`src/rtl/adc_avg_sequencer.sv`:
```
// Sequences the three-channel ADC averager and streams each averaged result
// as a 3-beat frame (ch1, ch2, ch3 + TLAST), with single-shot and continuous runs.
module adc_avg_sequencer #(
    parameter int MIN_PERIOD = 129,
    parameter int FCNT_W     = 16
) (
    input  logic              CLK,
    input  logic              RESETN,
    input  logic              START,
    input  logic              STOP,
    input  logic              MODE_CONT,
    input  logic [30:0]       PERIOD_CFG,
    input  logic [FCNT_W-1:0] NUM_FRAMES,
    output logic              AVG_ENABLE,
    output logic [30:0]       AVG_COMPARE,
    input  logic [1:0]        AVG_NEW_DATA,
    input  logic [31:0]       AVG_CH1,
    input  logic [31:0]       AVG_CH2,
    input  logic [31:0]       AVG_CH3,
    output logic [31:0]       M_TDATA,
    output logic              M_TVALID,
    input  logic              M_TREADY,
    output logic              M_TLAST,
    output logic              BUSY,
    output logic              OVERRUN,
    output logic [FCNT_W-1:0] FRAME_CNT
);

    typedef enum logic [1:0] {IDLE, ARM, RUN, DRAIN} state_t;

    localparam logic [30:0]       MIN_CMP  = 31'(MIN_PERIOD);
    localparam logic [FCNT_W-1:0] FCNT_ONE = {{(FCNT_W-1){1'b0}}, 1'b1};

    state_t            state;
    logic              mode_cont;
    logic [FCNT_W-1:0] target;
    logic [FCNT_W-1:0] cap_cnt;
    logic [1:0]        last_nd;
    logic              hold_valid;
    logic [2:0][31:0]  hold_data;
    logic [2:0][31:0]  send_data;
    logic [1:0]        beat_idx;

    logic beat_accept;
    logic last_accept;
    logic send_free;
    logic hold_take;
    logic cap_done;
    logic capture;
    logic hold_store;

    assign beat_accept = M_TVALID & M_TREADY;
    assign last_accept = beat_accept & (beat_idx == 2'd2);
    // The sender reloads on the edge its last beat leaves, so frames go out back to back.
    assign send_free   = !M_TVALID | last_accept;
    assign hold_take   = hold_valid & send_free;
    assign cap_done    = !mode_cont && (cap_cnt == target);
    assign capture     = (state == RUN) && !cap_done && (AVG_NEW_DATA != last_nd);
    assign hold_store  = capture && (!hold_valid || hold_take);

    assign M_TDATA = send_data[beat_idx];
    assign M_TLAST = M_TVALID & (beat_idx == 2'd2);
    assign BUSY    = (state != IDLE);

    // NOTE: every register here is written with <= so all of them see pre-edge values;
    // a blocking update would leak into the same-edge decisions below.
    always_ff @(posedge CLK or negedge RESETN) begin
        if (!RESETN) begin
            state       <= IDLE;
            AVG_ENABLE  <= 1'b0;
            AVG_COMPARE <= '0;
            mode_cont   <= 1'b0;
            target      <= '0;
            cap_cnt     <= '0;
            last_nd     <= '0;
            OVERRUN     <= 1'b0;
            FRAME_CNT   <= '0;
            hold_valid  <= 1'b0;
            // NOTE: the data buffers are reset too, because M_TDATA is read straight
            // out of send_data and must be 0 while reset is asserted.
            hold_data   <= '0;
            send_data   <= '0;
            beat_idx    <= '0;
            M_TVALID    <= 1'b0;
        end else begin
            case (state)
                IDLE: begin
                    AVG_ENABLE <= 1'b0;
                    if (START && !STOP) begin
                        AVG_COMPARE <= (PERIOD_CFG < MIN_CMP) ? MIN_CMP : PERIOD_CFG;
                        mode_cont   <= MODE_CONT;
                        target      <= (NUM_FRAMES == '0) ? FCNT_ONE : NUM_FRAMES;
                        OVERRUN     <= 1'b0;
                        FRAME_CNT   <= '0;
                        cap_cnt     <= '0;
                        state       <= ARM;
                    end
                end
                ARM: begin
                    // The averager holds NEW_DATA at 0 while disabled.
                    AVG_ENABLE <= 1'b1;
                    last_nd    <= '0;
                    state      <= RUN;
                end
                RUN: begin
                    if (STOP || cap_done) begin
                        AVG_ENABLE <= 1'b0;
                        state      <= DRAIN;
                    end
                end
                DRAIN: begin
                    AVG_ENABLE <= 1'b0;
                    if (!hold_valid && !M_TVALID) state <= IDLE;
                end
                default: state <= IDLE;
            endcase

            if (capture) begin
                last_nd <= AVG_NEW_DATA;
                cap_cnt <= cap_cnt + FCNT_ONE;
                if (hold_store) hold_data <= {AVG_CH3, AVG_CH2, AVG_CH1};
                else            OVERRUN   <= 1'b1;
            end

            if (hold_store)     hold_valid <= 1'b1;
            else if (hold_take) hold_valid <= 1'b0;

            if (hold_take) begin
                send_data <= hold_data;
                beat_idx  <= '0;
                M_TVALID  <= 1'b1;
            end else if (last_accept) begin
                M_TVALID  <= 1'b0;
                beat_idx  <= '0;
            end else if (beat_accept) begin
                beat_idx  <= beat_idx + 2'd1;
            end

            if (last_accept) FRAME_CNT <= FRAME_CNT + FCNT_ONE;
        end
    end

endmodule

```
`config.mk`:
```
export PLATFORM = sky130hd
export DESIGN_NAME = adc_avg_sequencer
export DESIGN_NICKNAME = d
export VERILOG_FILES = /design/src/rtl/adc_avg_sequencer.sv
export SDC_FILE = /design/constraint.sdc
export NUM_CORES = 1
export LEC_CHECK = 0
export BUFFER_PORTS_ARGS = -buffer_cell sky130_fd_sc_hd__buf_4
export CORE_MARGIN = 2
export CORE_UTILIZATION = 50
export DETAILED_ROUTE_END_ITERATION = 10
export HOLD_SLACK_MARGIN = 0.1
export PLACE_DENSITY = 0.79
export SETUP_SLACK_MARGIN = 0.2
export SYNTH_ARGS = -nofsm -noshare
export SYNTH_HDL_FRONTEND = slang
export SYNTH_SLANG_ARGS = --single-unit
```
`constraint.sdc`:
```
create_clock -name CLK -period 2.1 [get_ports CLK]
set_clock_uncertainty 0.1 [all_clocks]
set_input_delay 0.42 -clock CLK [delete_from_list [all_inputs] [get_ports CLK]]
set_output_delay 0.42 -clock CLK [all_outputs]
set_load 0.03 [all_outputs]
```
== Word level (Yosys, flattened, before mapping) ==
Cells that the tools add are included.
Storage, ports and cells
  output and inout port bits: 84
  logic and storage cells: 94
  register bits after elaboration: 282
  input bits: 151
Cells by class
  equality and inequality tests: 9
  magnitude comparators: 2
  muxes and demuxes: 27
  add/sub/neg operators: 3
  reduce and logical (&&, ||, !) cells: 30
  bitwise gates (word level): 5
Operator list (number)
  2-to-1 mux 16 bit: 5
  binary-select mux 32 bit (select 2 bit): 1
  adder 16 x 1 -> 16 bit, second input constant: 2
  2-to-1 mux 32 bit: 1
  less-than comparator 31 x 8 -> 1 bit, second input constant: 1
  2-to-1 mux 31 bit: 1
  == test 16 bit: 1
  zero test 16 bit: 1
  2-to-1 mux 2 bit: 8
  nonzero test 2 bit: 8
  2-to-1 mux 1 bit: 9
  case mux 2 bit (4 select lines): 1
  AND reduction 2 bit: 4
  == test 2 bit, second input constant: 3
  logical AND 1 bit: 6
  zero test 1 bit: 5
  bitwise AND 1 bit: 4
  inequality test 2 bit, second input constant: 2
  less-than comparator 2 x 3 -> 1 bit, second input constant: 1
  case mux 1 bit (3 select lines): 1
  AND reduction 3 bit: 1
  nonzero test 3 bit: 1
  adder 2 x 1 -> 2 bit, second input constant: 1
  == test 2 x 1 -> 1 bit, second input constant: 1
  other kinds (6): 7

== Depth between registers and ports, before layout ==
  word-level depth: 8
  gate-level depth with buffers: 9
  mapped depth without buffers: 7

== Worst setup path before layout ==
No wires, ideal clock.
  kind: flip-flop to output port
  start: reg beat_idx[1]
  end: out M_TDATA[10]
  setup slack: -0.388 ns
  buffers on the path: 2
  cell stages (with the launch flop): 5
  arrival: 1.968 ns
  cells stage by stage: dfrtp_1 clkbuf_1 buf_1 mux2i_1 o21ai_0
Between the ends
  cells in the longest elaborated chain, start to end: 2
Ends and longest elaborated chain
  start: declaration: line 42  | logic [1:0] beat_idx;
  start signal: assignment: line 136  | beat_idx <= beat_idx + 2'd1;
  binary-select mux 32 bit (select 2 bit): line 61  | assign M_TDATA = send_data[beat_idx];
  2-to-1 mux 32 bit (not written as such): line 61
  end: declaration: line 20  | output logic [31:0] M_TDATA,
Every way passes these cells. The select of a mux whose other input is x is not followed.

== Worst setup path after layout ==
  start: reg target[7]
  end: reg hold_data[78] in the netlist's numbering
Between the ends
  cells in the longest elaborated chain, start to end: 7
Ends and longest elaborated chain
  start: declaration: line 36  | logic [FCNT_W-1:0] target;
  start signal: assignment: line 92  | target <= (NUM_FRAMES == '0) ? FCNT_ONE : NUM_FRAMES;
  == test 16 bit *: line 57  | assign cap_done = !mode_cont && (cap_cnt == target);
  logical AND 1 bit *: line 57
  zero test 1 bit *: line 58  | assign capture = (state == RUN) && !cap_done && (AVG_NEW_DATA != last_nd);
  logical AND 1 bit * (2 in a row): line 58
  logical AND 1 bit: line 59  | assign hold_store = capture && (!hold_valid || hold_take);
  AND reduction 2 bit (no source line) *
  end signal: assignment: line 121  | if (hold_store) hold_data <= {AVG_CH3, AVG_CH2, AVG_CH1};
  end: declaration: line 40  | logic [2:0][31:0] hold_data;
Mark *: on every way between the ends. The rest lies on a longest branch, timed or not.
A chain may end at the register's enable or synchronous reset.

==> impl_metrics.toml <==
[finish]
finalNetCount = 1677
filler_cell_count = 1084
relative_area_change_from_synthesis_to_final_layout_pct = 65.07
multi_input_comb_area_sq_um = 6476
register_area_sq_um = 7064
layout_cells_sized_above_1_pct = 49.87
final_core_util_pct = 84.16
stdcell_count = 1867
final_design_area_no_fill_sq_um = 20530

[yosys]
synth_fp_nets = 1171
netlist_area_sq_um = 12440
yosysWarnings = 0
synth_seq_cells = 282
synth-seq-area-share_pct = 56.75
number_of_synthesized_flops_with_an_enable_pin = 0
asyncSetResetFlopFracSynth_pct = 100.0
dominantRegCellSynth = "sky130_fd_sc_hd__dfrtp_1"
synthDistinctLibCells = 51
postSynthCellCount = 1014
synth.avg_cell_area_sq_um = 12.26

[global_routing]
track_usage_pct = 32.87
global_route.usage.met2_pct = 59.36
grt_busiest_layer = "met2"
use_met3_pct = 5.107
first_global_vias = 11630
grt_pass1_wl_microns = 66480
grt_overflow = 0
number_of_antenna_violations_at_the_first_check_in_global_routing = 1
largest_net_degree_at_the_start_of_global_routing = 54
grt_util_met1_pct = 39.93

[placed_design]
gp_congestion = 0.8806
place_area_sq_um = 15350
place.detailed.hpwl_microns = 22050
place_ws_ns = -0.2323
numPlacedInstances = 1586
buffer_ports.inserted = 234

[min_path]
hold_path_startpoint = "M_TREADY"
min_path_cells = 3
whs_endpoint = "beat_idx[1]$_DFFE_PN0P_"
hold_path_class = "input pin to register"

[floorplanning]
ios = 235
die_boundary_width_microns = 161.7
die_outline_area_sq_um = 26150
floorplan.die.height_microns = 161.7
row_count = 57
initial_core_util_pct = 50.98
placeableCoreArea_sq_um = 24390

[worst_setup_path]
critical-path-top-delay-family = "simple AND/OR/NAND/NOR gates"
crit_path_max_fanout = 7
reg2regPathDepth = 8
worst_ep_required_time_ns = 2.43
cpPeakStageDelay_ns = 0.41
r2r_slack_ns = -0.40
worst_setup_path_start_kind = "register"
critPathCaptureType = "register"
critical_path.reg2reg.endpoint = "hold_data[78]$_DFFE_PN0P_"
worst-endpoint-arrival_ns = 2.83
cp.buffers_inverters = 3
critical_path_class = "register to register"
r2r-start = "target[7]$_DFFE_PN0P_"
cp_slowest_cell = "sky130_fd_sc_hd__dfrtp_1"
worstPathCellList = "xor2_1, nor4_2, nand3_1, o211ai_4, buf_12, buf_4, clkbuf_16, mux2_2"

[timing]
report.final.hold_viol_count = 0
fin_setup_tns_ns = -46.51
report.final.slew_viol_count = 0
hold-worst-slack_ns = 0.1243
timing_worst_slew_pin_value_ns = 0.4976
finalSetupViolCount = 218
clock.fmax_mhz = 399.8
period_utilisation_layout_pct = 119.1
unrepaired_setup_endpoints_after_global_routing = "yes"
final_period_minus_worst_setup_slack_ns = 2.501
slew_headroom_pct = 66.83
post-route-worst-setup-slack_ns = -0.4015

[route]
drt_iter0_drc = 868
drc = 0
vias = 11000
wire_per_inst_microns = 26.23
postRouteAntennaNets = 0
drtPass1Iterations = 5
vias_per_std_cell = 5.892
routed_wl_microns = 48980

[pwr]
leakagePower_nw = 9.958
vdd_ir_drop_max_uv = 1167
power.total_mw = 32.77
power_density_nw_per_um2 = 1597

[clocking]
clkSlewWorstSetupHoldPaths_ns = 0.07
cts-buffers-inserted = 28
ctsHtreeMaxLevel = 1
clock_sinks = 282
clk-insertion-delay-late_ns = 0.55
cts_max_path_buffers = 3
cts_root_buffer = "sky130_fd_sc_hd__clkbuf_16"
tritoncts = "yes"

[run]
drv_cap = 0

[status]
outcome = "finished with violations"
violations = "setup timing"
cell type report:
type / count / share of cell area, %
sequential: 282 / 34.41
multi-input combinational: 653 / 31.55
timing repair buffer: 533 / 27.25
clock buffer: 36 / 3.755
tap: 324 / 1.975
clock inverter: 16 / 0.6278
inverter: 22 / 0.4145
antenna: 1 / 0.01219
cells in the mapped netlist, types with 2 or more instances:
cell | number | area [sq um]
sky130_fd_sc_hd__dfrtp_1 | 282 | 7057
sky130_fd_sc_hd__nand2_1 | 178 | 668.1
sky130_fd_sc_hd__mux2_2 | 155 | 1745
sky130_fd_sc_hd__o21ai_0 | 64 | 320.3
sky130_fd_sc_hd__mux2_4 | 40 | 600.6
sky130_fd_sc_hd__mux2i_1 | 39 | 390.4
sky130_fd_sc_hd__clkbuf_1 | 36 | 135.1
sky130_fd_sc_hd__inv_1 | 22 | 82.58
sky130_fd_sc_hd__nor4_1 | 17 | 106.4
sky130_fd_sc_hd__nor3_1 | 15 | 75.07
sky130_fd_sc_hd__xor2_1 | 14 | 122.6
sky130_fd_sc_hd__nor2_1 | 13 | 48.80
sky130_fd_sc_hd__nand3_1 | 12 | 60.06
sky130_fd_sc_hd__o211ai_1 | 11 | 82.58
sky130_fd_sc_hd__buf_2 | 9 | 45.04
sky130_fd_sc_hd__o2111ai_1 | 9 | 78.83
sky130_fd_sc_hd__a21oi_1 | 8 | 40.04
sky130_fd_sc_hd__nand4_1 | 8 | 50.05
sky130_fd_sc_hd__a22o_1 | 6 | 52.55
sky130_fd_sc_hd__and3_1 | 6 | 37.54
sky130_fd_sc_hd__ha_1 | 6 | 75.07
sky130_fd_sc_hd__buf_4 | 5 | 37.54
sky130_fd_sc_hd__nand2b_1 | 5 | 31.28
sky130_fd_sc_hd__buf_12 | 4 | 80.08
sky130_fd_sc_hd__nor2b_1 | 4 | 25.02
sky130_fd_sc_hd__o22ai_1 | 4 | 25.02
sky130_fd_sc_hd__o31ai_1 | 4 | 30.03
sky130_fd_sc_hd__a41oi_1 | 3 | 26.28
sky130_fd_sc_hd__and2_1 | 3 | 18.77
sky130_fd_sc_hd__o211a_1 | 3 | 30.03
sky130_fd_sc_hd__o41ai_1 | 3 | 26.28
sky130_fd_sc_hd__or3_1 | 3 | 18.77
sky130_fd_sc_hd__xnor2_1 | 3 | 26.28
sky130_fd_sc_hd__a2111o_1 | 2 | 22.52
sky130_fd_sc_hd__buf_1 | 2 | 7.510
layer usage:
layer	wire length (microns)	part of all wire, %
met1	17850	36
met2	25310	52
met3	3527	7.2
met4	2283	4.7
met5	0	0
worst reg2reg max path, delay by kind of cell, from the launching register on:
family	cells	cell delay, ns
simple gates	2	0.55
buf+inv	3	0.51
flops	1	0.41
mux	1	0.36
compound gates	1	0.28
xor+xnor	1	0.19
flip-flops by register name, indices dropped and copies added, names as in the netlist:
register and count:
OVERRUN 1, hold_data 96, target 16, hold_valid 1, mode_cont 1, AVG_COMPARE 31
beat_idx 2, last_nd 2, FRAME_CNT 16, M_TVALID 1, AVG_ENABLE 1, state 2
send_data 96, cap_cnt 16
cell usage in the layout (no fill, tap or decap), drive strengths merged, types with 8 or more instances in the layout:
| cell type | instances |
|---|---|
| nand2 | 178 |
| clkbuf | 41 |
| dlygate4sd3 | 145 |
| o211ai | 12 |
| mux2 | 195 |
| nor3 | 15 |
| xor2 | 14 |
| clkinv | 13 |
| a21oi | 8 |
| nor2 | 13 |
| nand3 | 12 |
| o21ai | 65 |
| o2111ai | 9 |
| buf | 381 |
| nor4 | 17 |
| nand4 | 8 |
| mux2i | 39 |
| dfrtp | 282 |
| inv | 22 |
worst max-delay path by stage:
stage | to | start | slack [ns] | depth (start not counted)
2_1_floorplan | hold_data[0]$_DFFE_PN0P_ | cap_cnt[9]$_DFFE_PN0P_ | -0.14 | 7
3_3_place_gp | hold_data[67]$_DFFE_PN0P_ | target[9]$_DFFE_PN0P_ | -0.17 | 7
3_5_place_dp | hold_data[30]$_DFFE_PN0P_ | target[9]$_DFFE_PN0P_ | -0.23 | 7
4_1_cts | M_TDATA[11] | beat_idx[1]$_DFFE_PN0P_ | -0.32 | 8
5_1_grt | hold_data[62]$_DFFE_PN0P_ | target[15]$_DFFE_PN0P_ | -0.47 | 9
6_report | hold_data[78]$_DFFE_PN0P_ | target[7]$_DFFE_PN0P_ | -0.40 | 8
report_power, final:
part / switching, mW / internal, mW / total [mW]
combinational: 8.21 / 9.15 / 17.4
sequential: 2.32 / 8.03 / 10.4
clock: 2.32 / 2.73 / 5.06
total: 12.9 / 19.9 / 32.8
logic make-up (layout without fill, tap and decap cells):
family	Yosys count	in the layout	share of synthesized area, %
AOI/OAI and AO/OA	127	127	6.661
xor gates and xnor gates	18	18	1.328
adders and majority gates	6	6	0.6037
buffers and inverters	79	607	3.240
DFF	282	282	56.75
muxes	234	234	22.00
other	0	1	0
and+or+nand+nor	268	268	9.418
repair_timing:
| item | in CTS | in global routing |
|---|---|---|
| resized for setup | 205 | 207 |
| hold endpoints to repair | 191 | 0 |
| pin swaps | 32 | 47 |
| setup buffers | 46 | 11 |
| hold buffers | 147 | 0 |
| endpoints found under the setup margin | 245 | 265 |
| cloned | 19 | 5 |
(Power assumes the default switching activity.)
